File: config.mk
export PLATFORM = sky130hd
export DESIGN_NAME = fetch_ctrl_flat
export DESIGN_NICKNAME = d
export VERILOG_FILES = /design/src/rtl/fetch_ctrl_pkg.sv /design/src/rtl/fetch_ctrl_if.sv /design/src/rtl/fetch_ctrl_if_id_reg.sv /design/src/rtl/fetch_ctrl.sv /design/src/flat_wrapper.sv
export SDC_FILE = /design/constraint.sdc
export NUM_CORES = 1
export LEC_CHECK = 0
export ABC_AREA = 1
export CORE_AREA = 2 2 175 177
export CTS_CLUSTER_DIAMETER = 50
export CTS_CLUSTER_SIZE = 30
export DETAILED_ROUTE_END_ITERATION = 6
export DIE_AREA = 0 0 177 179
export PLACE_DENSITY = 0.74
export SYNTH_ARGS = -nofsm -noshare
export SYNTH_HDL_FRONTEND = slang
export SYNTH_SLANG_ARGS = --single-unit
File: constraint.sdc
create_clock -name clk -period 4.8 [get_ports clk]
set_input_delay 1.2 -clock clk [delete_from_list [all_inputs] [get_ports clk]]
set_output_delay 1.2 -clock clk [all_outputs]
set_load 0.1 [all_outputs]
File: src/rtl/fetch_ctrl_pkg.sv
// rtl/fetch_ctrl_pkg.sv - shared constants, FSM state type and helpers for the fetch stage
// Purpose: XLEN, reset PC, decode NOP, fetch FSM encoding, skid packet type, PC alignment.
package fetch_ctrl_pkg;

  localparam int XLEN = 32;
  localparam logic [XLEN-1:0] RESET_PC  = 32'h0000_0000;
  localparam logic [31:0]     NOP_INSTR = 32'h0000_0013;   // addi x0,x0,0

  typedef enum logic [1:0] {
    IDLE  = 2'd0,
    REQ   = 2'd1,
    DRAIN = 2'd2,
    HOLD  = 2'd3
  } fetch_state_e;

  // One fetched word together with the PC it was fetched from.
  typedef struct packed {
    logic [31:0]     instr;
    logic [XLEN-1:0] pc;
  } fetch_pkt_t;

  // Redirect targets are word aligned; the low two bits are dropped.
  function automatic logic [XLEN-1:0] align_pc(input logic [XLEN-1:0] a);
    return a & ~XLEN'(3);
  endfunction

endpackage

File: src/rtl/fetch_ctrl_if.sv
// rtl/fetch_ctrl_if.sv - instruction memory request/ack bus
// Purpose: groups the imem handshake.
// Signals: imem_req/imem_addr (fetch -> mem), imem_ack/imem_rdata (mem -> fetch).
// Modports: master = fetch controller, slave = instruction memory.
interface fetch_ctrl_if;
  import fetch_ctrl_pkg::*;

  logic            imem_req;
  logic [XLEN-1:0] imem_addr;
  logic            imem_ack;
  logic [31:0]     imem_rdata;

  modport master (output imem_req, imem_addr, input imem_ack, imem_rdata);
  modport slave  (input imem_req, imem_addr, output imem_ack, imem_rdata);

endinterface

File: src/rtl/fetch_ctrl_if_id_reg.sv
// rtl/fetch_ctrl_if_id_reg.sv - IF/ID pipeline register with load/hold/flush
// Purpose: holds the instruction handed to decode.
// Ports: clk, rst (sync, active-high); i_load/i_flush controls; i_instr/i_pc data in;
//        o_instr/o_pc/o_pc_plus4/o_valid towards decode. Neither control -> hold.
module fetch_ctrl_if_id_reg
  import fetch_ctrl_pkg::*;
(
  input  logic            clk,
  input  logic            rst,
  input  logic            i_load,
  input  logic            i_flush,
  input  logic [31:0]     i_instr,
  input  logic [XLEN-1:0] i_pc,
  output logic [31:0]     o_instr,
  output logic [XLEN-1:0] o_pc,
  output logic [XLEN-1:0] o_pc_plus4,
  output logic            o_valid
);

  logic [31:0]     r_instr;
  logic [XLEN-1:0] r_pc;
  logic [XLEN-1:0] r_pc_plus4;
  logic            r_valid;

  // Flush wins over load: a redirect must never let a word through.
  always_ff @(posedge clk) begin
    if (rst || i_flush) begin
      r_instr    <= NOP_INSTR;
      r_pc       <= '0;
      r_pc_plus4 <= '0;
      r_valid    <= 1'b0;
    end else if (i_load) begin
      r_instr    <= i_instr;
      r_pc       <= i_pc;
      r_pc_plus4 <= i_pc + XLEN'(4);
      r_valid    <= 1'b1;
    end
  end

  assign o_instr    = r_instr;
  assign o_pc       = r_pc;
  assign o_pc_plus4 = r_pc_plus4;
  assign o_valid    = r_valid;

endmodule

File: src/rtl/fetch_ctrl.sv
// rtl/fetch_ctrl.sv - RV32I fetch sequencer against a variable-latency imem
// Purpose: next-PC register, imem request handshake, one-entry skid buffer, IF/ID register.
// Ports: clk, rst (sync, active-high); PCSrcE/PCTargetE redirect from execute;
//        stall_d from decode; imem (master modport); InstrD/PCD/PCPlus4D/valid_d to decode.
module fetch_ctrl
  import fetch_ctrl_pkg::*;
(
  input  logic            clk,
  input  logic            rst,
  input  logic            PCSrcE,
  input  logic [XLEN-1:0] PCTargetE,
  input  logic            stall_d,
  fetch_ctrl_if.master    imem,
  output logic [31:0]     InstrD,
  output logic [XLEN-1:0] PCD,
  output logic [XLEN-1:0] PCPlus4D,
  output logic            valid_d
);

  fetch_state_e    r_state, w_state_nxt;
  logic [XLEN-1:0] r_pc_f, r_addr_q;
  logic [XLEN-1:0] w_pc_nxt, w_addr_nxt, w_target, w_pc_plus4;
  fetch_pkt_t      r_skid, w_ifid_in;
  logic            w_req, w_ack, w_load, w_flush, w_skid_load;

  assign w_req      = (r_state == REQ) || (r_state == DRAIN);
  assign w_ack      = imem.imem_ack && w_req;   // acks outside a request are ignored
  assign w_target   = align_pc(PCTargetE);
  assign w_pc_plus4 = r_pc_f + XLEN'(4);

  assign imem.imem_req  = w_req;
  assign imem.imem_addr = r_addr_q;

  // State register
  always_ff @(posedge clk) begin
    if (rst) r_state <= IDLE;
    else     r_state <= w_state_nxt;
  end

  // Next-state logic
  always_comb begin
    w_state_nxt = r_state;
    case (r_state)
      IDLE:  w_state_nxt = REQ;
      // A redirect without ack leaves a stale request in flight that must be drained.
      REQ: begin
        if (PCSrcE)                w_state_nxt = w_ack ? REQ : DRAIN;
        else if (w_ack && stall_d) w_state_nxt = HOLD;
      end
      DRAIN: if (!PCSrcE && w_ack)  w_state_nxt = REQ;
      HOLD:  if (PCSrcE || !stall_d) w_state_nxt = REQ;
      default: w_state_nxt = IDLE;
    endcase
  end

  // Output / datapath control
  always_comb begin
    w_pc_nxt    = r_pc_f;
    w_addr_nxt  = r_addr_q;
    w_load      = 1'b0;
    w_flush     = 1'b0;
    w_skid_load = 1'b0;
    w_ifid_in   = '{instr: imem.imem_rdata, pc: r_pc_f};
    case (r_state)
      IDLE: begin
        if (PCSrcE) begin
          w_flush    = 1'b1;
          w_pc_nxt   = w_target;
          w_addr_nxt = w_target;
        end
      end
      REQ: begin
        if (PCSrcE) begin
          // Any word acked this cycle belongs to the old path and is dropped.
          w_flush  = 1'b1;
          w_pc_nxt = w_target;
          if (w_ack) w_addr_nxt = w_target;
        end else if (w_ack && !stall_d) begin
          w_load     = 1'b1;
          w_pc_nxt   = w_pc_plus4;
          w_addr_nxt = w_pc_plus4;
        end else if (w_ack) begin
          // Park the word; addr_q catches up with pc_f when HOLD releases.
          w_skid_load = 1'b1;
          w_pc_nxt    = w_pc_plus4;
        end else if (!stall_d) begin
          w_flush = 1'b1;
        end
      end
      DRAIN: begin
        w_flush = 1'b1;
        if (PCSrcE)     w_pc_nxt   = w_target;
        else if (w_ack) w_addr_nxt = r_pc_f;
      end
      HOLD: begin
        if (PCSrcE) begin
          w_flush    = 1'b1;
          w_pc_nxt   = w_target;
          w_addr_nxt = w_target;
        end else if (!stall_d) begin
          w_load     = 1'b1;
          w_ifid_in  = r_skid;
          w_addr_nxt = r_pc_f;
        end
      end
      default: ;
    endcase
  end

  always_ff @(posedge clk) begin
    if (rst) begin
      r_pc_f   <= RESET_PC;
      r_addr_q <= RESET_PC;
      r_skid   <= '0;
    end else begin
      r_pc_f   <= w_pc_nxt;
      r_addr_q <= w_addr_nxt;
      if (w_skid_load) r_skid <= '{instr: imem.imem_rdata, pc: r_pc_f};
    end
  end

  fetch_ctrl_if_id_reg u_if_id (
    .clk        (clk),
    .rst        (rst),
    .i_load     (w_load),
    .i_flush    (w_flush),
    .i_instr    (w_ifid_in.instr),
    .i_pc       (w_ifid_in.pc),
    .o_instr    (InstrD),
    .o_pc       (PCD),
    .o_pc_plus4 (PCPlus4D),
    .o_valid    (valid_d)
  );

endmodule
File: src/flat_wrapper.sv
// flat-port wrapper written by rule: the top's interface ports become plain ports
module fetch_ctrl_flat import fetch_ctrl_pkg::*;
  (clk, rst, PCSrcE, PCTargetE, stall_d, InstrD, PCD, PCPlus4D, valid_d, imem_imem_req, imem_imem_addr, imem_imem_ack, imem_imem_rdata);
  fetch_ctrl_if imem_i ();
  input  logic clk;
  input  logic rst;
  input  logic PCSrcE;
  input  logic [XLEN-1:0] PCTargetE;
  input  logic stall_d;
  output logic [31:0] InstrD;
  output logic [XLEN-1:0] PCD;
  output logic [XLEN-1:0] PCPlus4D;
  output logic valid_d;
  output wire logic [$bits(imem_i.imem_req)-1:0] imem_imem_req;
  output wire logic [$bits(imem_i.imem_addr)-1:0] imem_imem_addr;
  input wire logic [$bits(imem_i.imem_ack)-1:0] imem_imem_ack;
  input wire logic [$bits(imem_i.imem_rdata)-1:0] imem_imem_rdata;
  assign imem_imem_req = imem_i.imem_req;
  assign imem_imem_addr = imem_i.imem_addr;
  assign imem_i.imem_ack = imem_imem_ack;
  assign imem_i.imem_rdata = imem_imem_rdata;
  fetch_ctrl u_core (.clk(clk), .rst(rst), .PCSrcE(PCSrcE), .PCTargetE(PCTargetE), .stall_d(stall_d), .imem(imem_i), .InstrD(InstrD), .PCD(PCD), .PCPlus4D(PCPlus4D), .valid_d(valid_d));
endmodule
==> results.cfg <==
[logic_synthesis]
post_synth_instance_area_sq_um = 11800
postSynthNetCount = 1891
synthCells = 1815
syn_avg_cell_area_sq_um = 6.50
yosys.cell_types.count = 42
netlist_top_cells_area = dfxtp_1, nand2_1, o21ai_0, a21oi_1, nor2_1
synth_seq_area_share = 0.382
synth.top_cell.area_share = 0.382
synth.ff_latch_count = 225
synth-warning-count = 0
ys_async_sr_fraction = 0
post-synth-top-area-cell = dfxtp_1
synthTopCellsByCount = nand2_1, o21ai_0, dfxtp_1
synthMostInstantiatedCell = nand2_1
synth_enable_flop_cells = 0
ys_dominant_reg_cell = dfxtp_1

[cts]
post_cts_buffers = 0
cts_hold_repair.buffers = 0
cts-root-to-sink-buffers = 3
register_clock_pin_slew_on_the_reported_worst_setup_and_hold_paths_ns = 0.06
cts_htree_levels = 1
ctsResizeCount = 0
tritoncts_buffer_count = 26
tritoncts = done
clk_root_buffer_cell = clkbuf_16
clk-insertion-delay-late_ns = 0.54
tritoncts_num_sinks = 225

[worst_setup_path]
cp_top_family = buffers and inverters
worstSetupStartpointType = flop
timing.critical_path.to_type = output pin
critical_path_buf_inv_count = 2
critical_path_required_ns = 3.60
timing.reg2reg.setup_slack_ns = 1.68
rr_worst_depth = 13
worst_ep_arrival_time_ns = 2.53
timing.rr.start = u_core.r_state[0]
cp_slowest_cell = clkdlybuf4s50_1
timing.critical_path.fanout_max = 4
cpPeakStageDelay_ns = 1.17
worstSetupPathType = reg -> out
reg2reg_to = u_core.u_if_id.o_pc_plus4[27]
worstPathCellList = inv_1 > ha_1 > clkdlybuf4s50_1

[die]
die_height_microns = 179
core_region_area_sq_um = 30000
floorplan.die.width_microns = 177
row_count = 64
floorplan.die_area_sq_um = 31700
design.portCount = 199
starting_utilization_of_the_core_area = 0.393

[power_and_ir_drop]
report.power.total_mw = 7.52
p_leak_nw = 5.86
vdd_ir_drop_max_mv = 0.570
power.density_nw_per_um2 = 509

[drt]
ant_nets_after_route = 0
drtIter0Drc = 1330
vias = 12764
detailedRoute.firstPassIterationCount = 5
drcViolationCount = 0
vias_per_cell = 5.42
wl_microns = 37900
routed_wire_length_per_instance_microns = 16.1

[finish]
areaGrowthSynthToFinish_pct = 25.3
post_route_cells_drive_above_1_share = 0.0629
num-nets-final = 2014
layout.core_utilization = 0.492

[timing]
unrepaired_setup_endpoints_after_global_routing = false
max_clock_freq_ghz = 0.268
post-route-min-period_ns = 3.73
final.setup.tns_ns = 0
fin_skew_ns = 0.0195
worst-slew-pin-transition_ns = 1.19
final_max_slew_viol_count = 0
finalSetupViolations = 0
slew_headroom = 0.204
final_hold_viol_count = 0
fin_crit_sh = 0.777

[run_status]
run_status = finished, final reports clean

[grt]
grt_antenna_before_repair = 1
number_of_global_route_vias_before_repair = 11461
grt_overflow = 0
grt_first_pass_wirelength_microns = 60200
grt_start_max_net_pins = 149
global_route.usage.total = 0.232

[hold_path]
whs_endpoint = u_core.r_skid[6]
holdCritStartpoint = u_core.r_skid[6]
hold_class = reg -> reg
hold-path-cell-count = 2

[place]
routabilityCongestion = 0.903
place.detailed.hpwl_microns = 25400
io_buffers = 196

[run]
drv.max_cap_violation_count = 0
## tightest hold or removal path, delay by kind of cell (launching register included)
kind | cells | cell delay [ns]
flip-flops | 1 | 0.31
buffers and inverters | 1 | 0.04
AO/OA/AOI/OAI | 1 | 0.05
## registers in the layout, summed over array words and instances, names as in the netlist
signal                     flops
u_core.u_if_id.o_valid         1
u_core.r_pc_f                 32
u_core.u_if_id.o_pc_plus4     30
u_core.u_if_id.o_instr        32
u_core.imem.imem_addr         32
u_core.u_if_id.o_pc           32
u_core.r_state                 2
u_core.r_skid                 64
## layout make-up
cell class              count  area (sq um)
fillers                  2996         15300
multi-input cells        1328          6240
flip-flops and latches    225          4500
repair buffers            216          2120
clock buffers              30           676
inverters                 141           531
well taps                 396           495
clock inverters            17           210
diodes                      1          2.50
## cell families (layout without fill, tap and decap cells)
family                   count (synthesis)  after routing  synth area share
AO/OA/AOI/OAI                          489            489             0.223
XOR/XNOR                                 3              3           0.00223
adder cells (fa/ha/maj)                  7              7           0.00743
buffers and inverters                  262            404            0.0908
flip-flops                             225            225             0.382
other                                    0              1                 0
AND/OR/NAND/NOR                        829            829             0.294
## cells in the final DEF (no fill, tap or decap), types with 13 or more instances in the layout
cell type,instances
inv_1,129
nand3_1,100
nand4_1,18
a31oi_1,61
buf_4,19
clkbuf_16,26
clkdlybuf4s50_1,195
o21ai_0,227
a21oi_1,151
nand2_1,472
dfxtp_1,225
nor2_1,183
nand2_2,13
## layer usage
layer  track usage  share of wire  vias up
met5             0              0        -
met4        0.0727          0.026        0
met3        0.0363          0.086       72
met2         0.340           0.42      594
met1         0.344           0.47     5833
li1              -              -     6265
## metrics by stage
stage / worst slack, ns / hold slack (ns) / instances / area (sq um)
after detailed placement: 0.971 / 0.439 / 2306 / 13900
final: 1.07 / 0.446 / 2354 / 14800
after floorplan: 1.91 / 0.424 / 1815 / 11800
after global routing: 0.998 / 0.469 / 2354 / 14800
after CTS: 1.06 / 0.448 / 2353 / 14800
after global placement: 1.03 / 0.433 / 2306 / 13900
## worst max path at each step
stage                                 start                       endpoint  slack, ns  cells past startpoint
after CTS                 u_core.r_state[0]                  imem_imem_req       1.06                      3
after detailed placement            stall_d  u_core.u_if_id.o_pc_plus4[22]       0.97                     15
after global placement              stall_d  u_core.u_if_id.o_pc_plus4[22]       1.03                     15
after global routing      u_core.r_state[0]                  imem_imem_req        1.0                      3
after floorplan                      PCSrcE  u_core.u_if_id.o_pc_plus4[20]       1.91                     17
final                     u_core.r_state[0]                  imem_imem_req       1.07                      3
## power by group
group          switching (mW)  leakage [nW]  internal [mW]
sequential              0.204          1.83           2.11
combinational            2.41          3.59          0.745
clock                   0.857         0.439           1.20
Power figures use the tool's default switching activity.
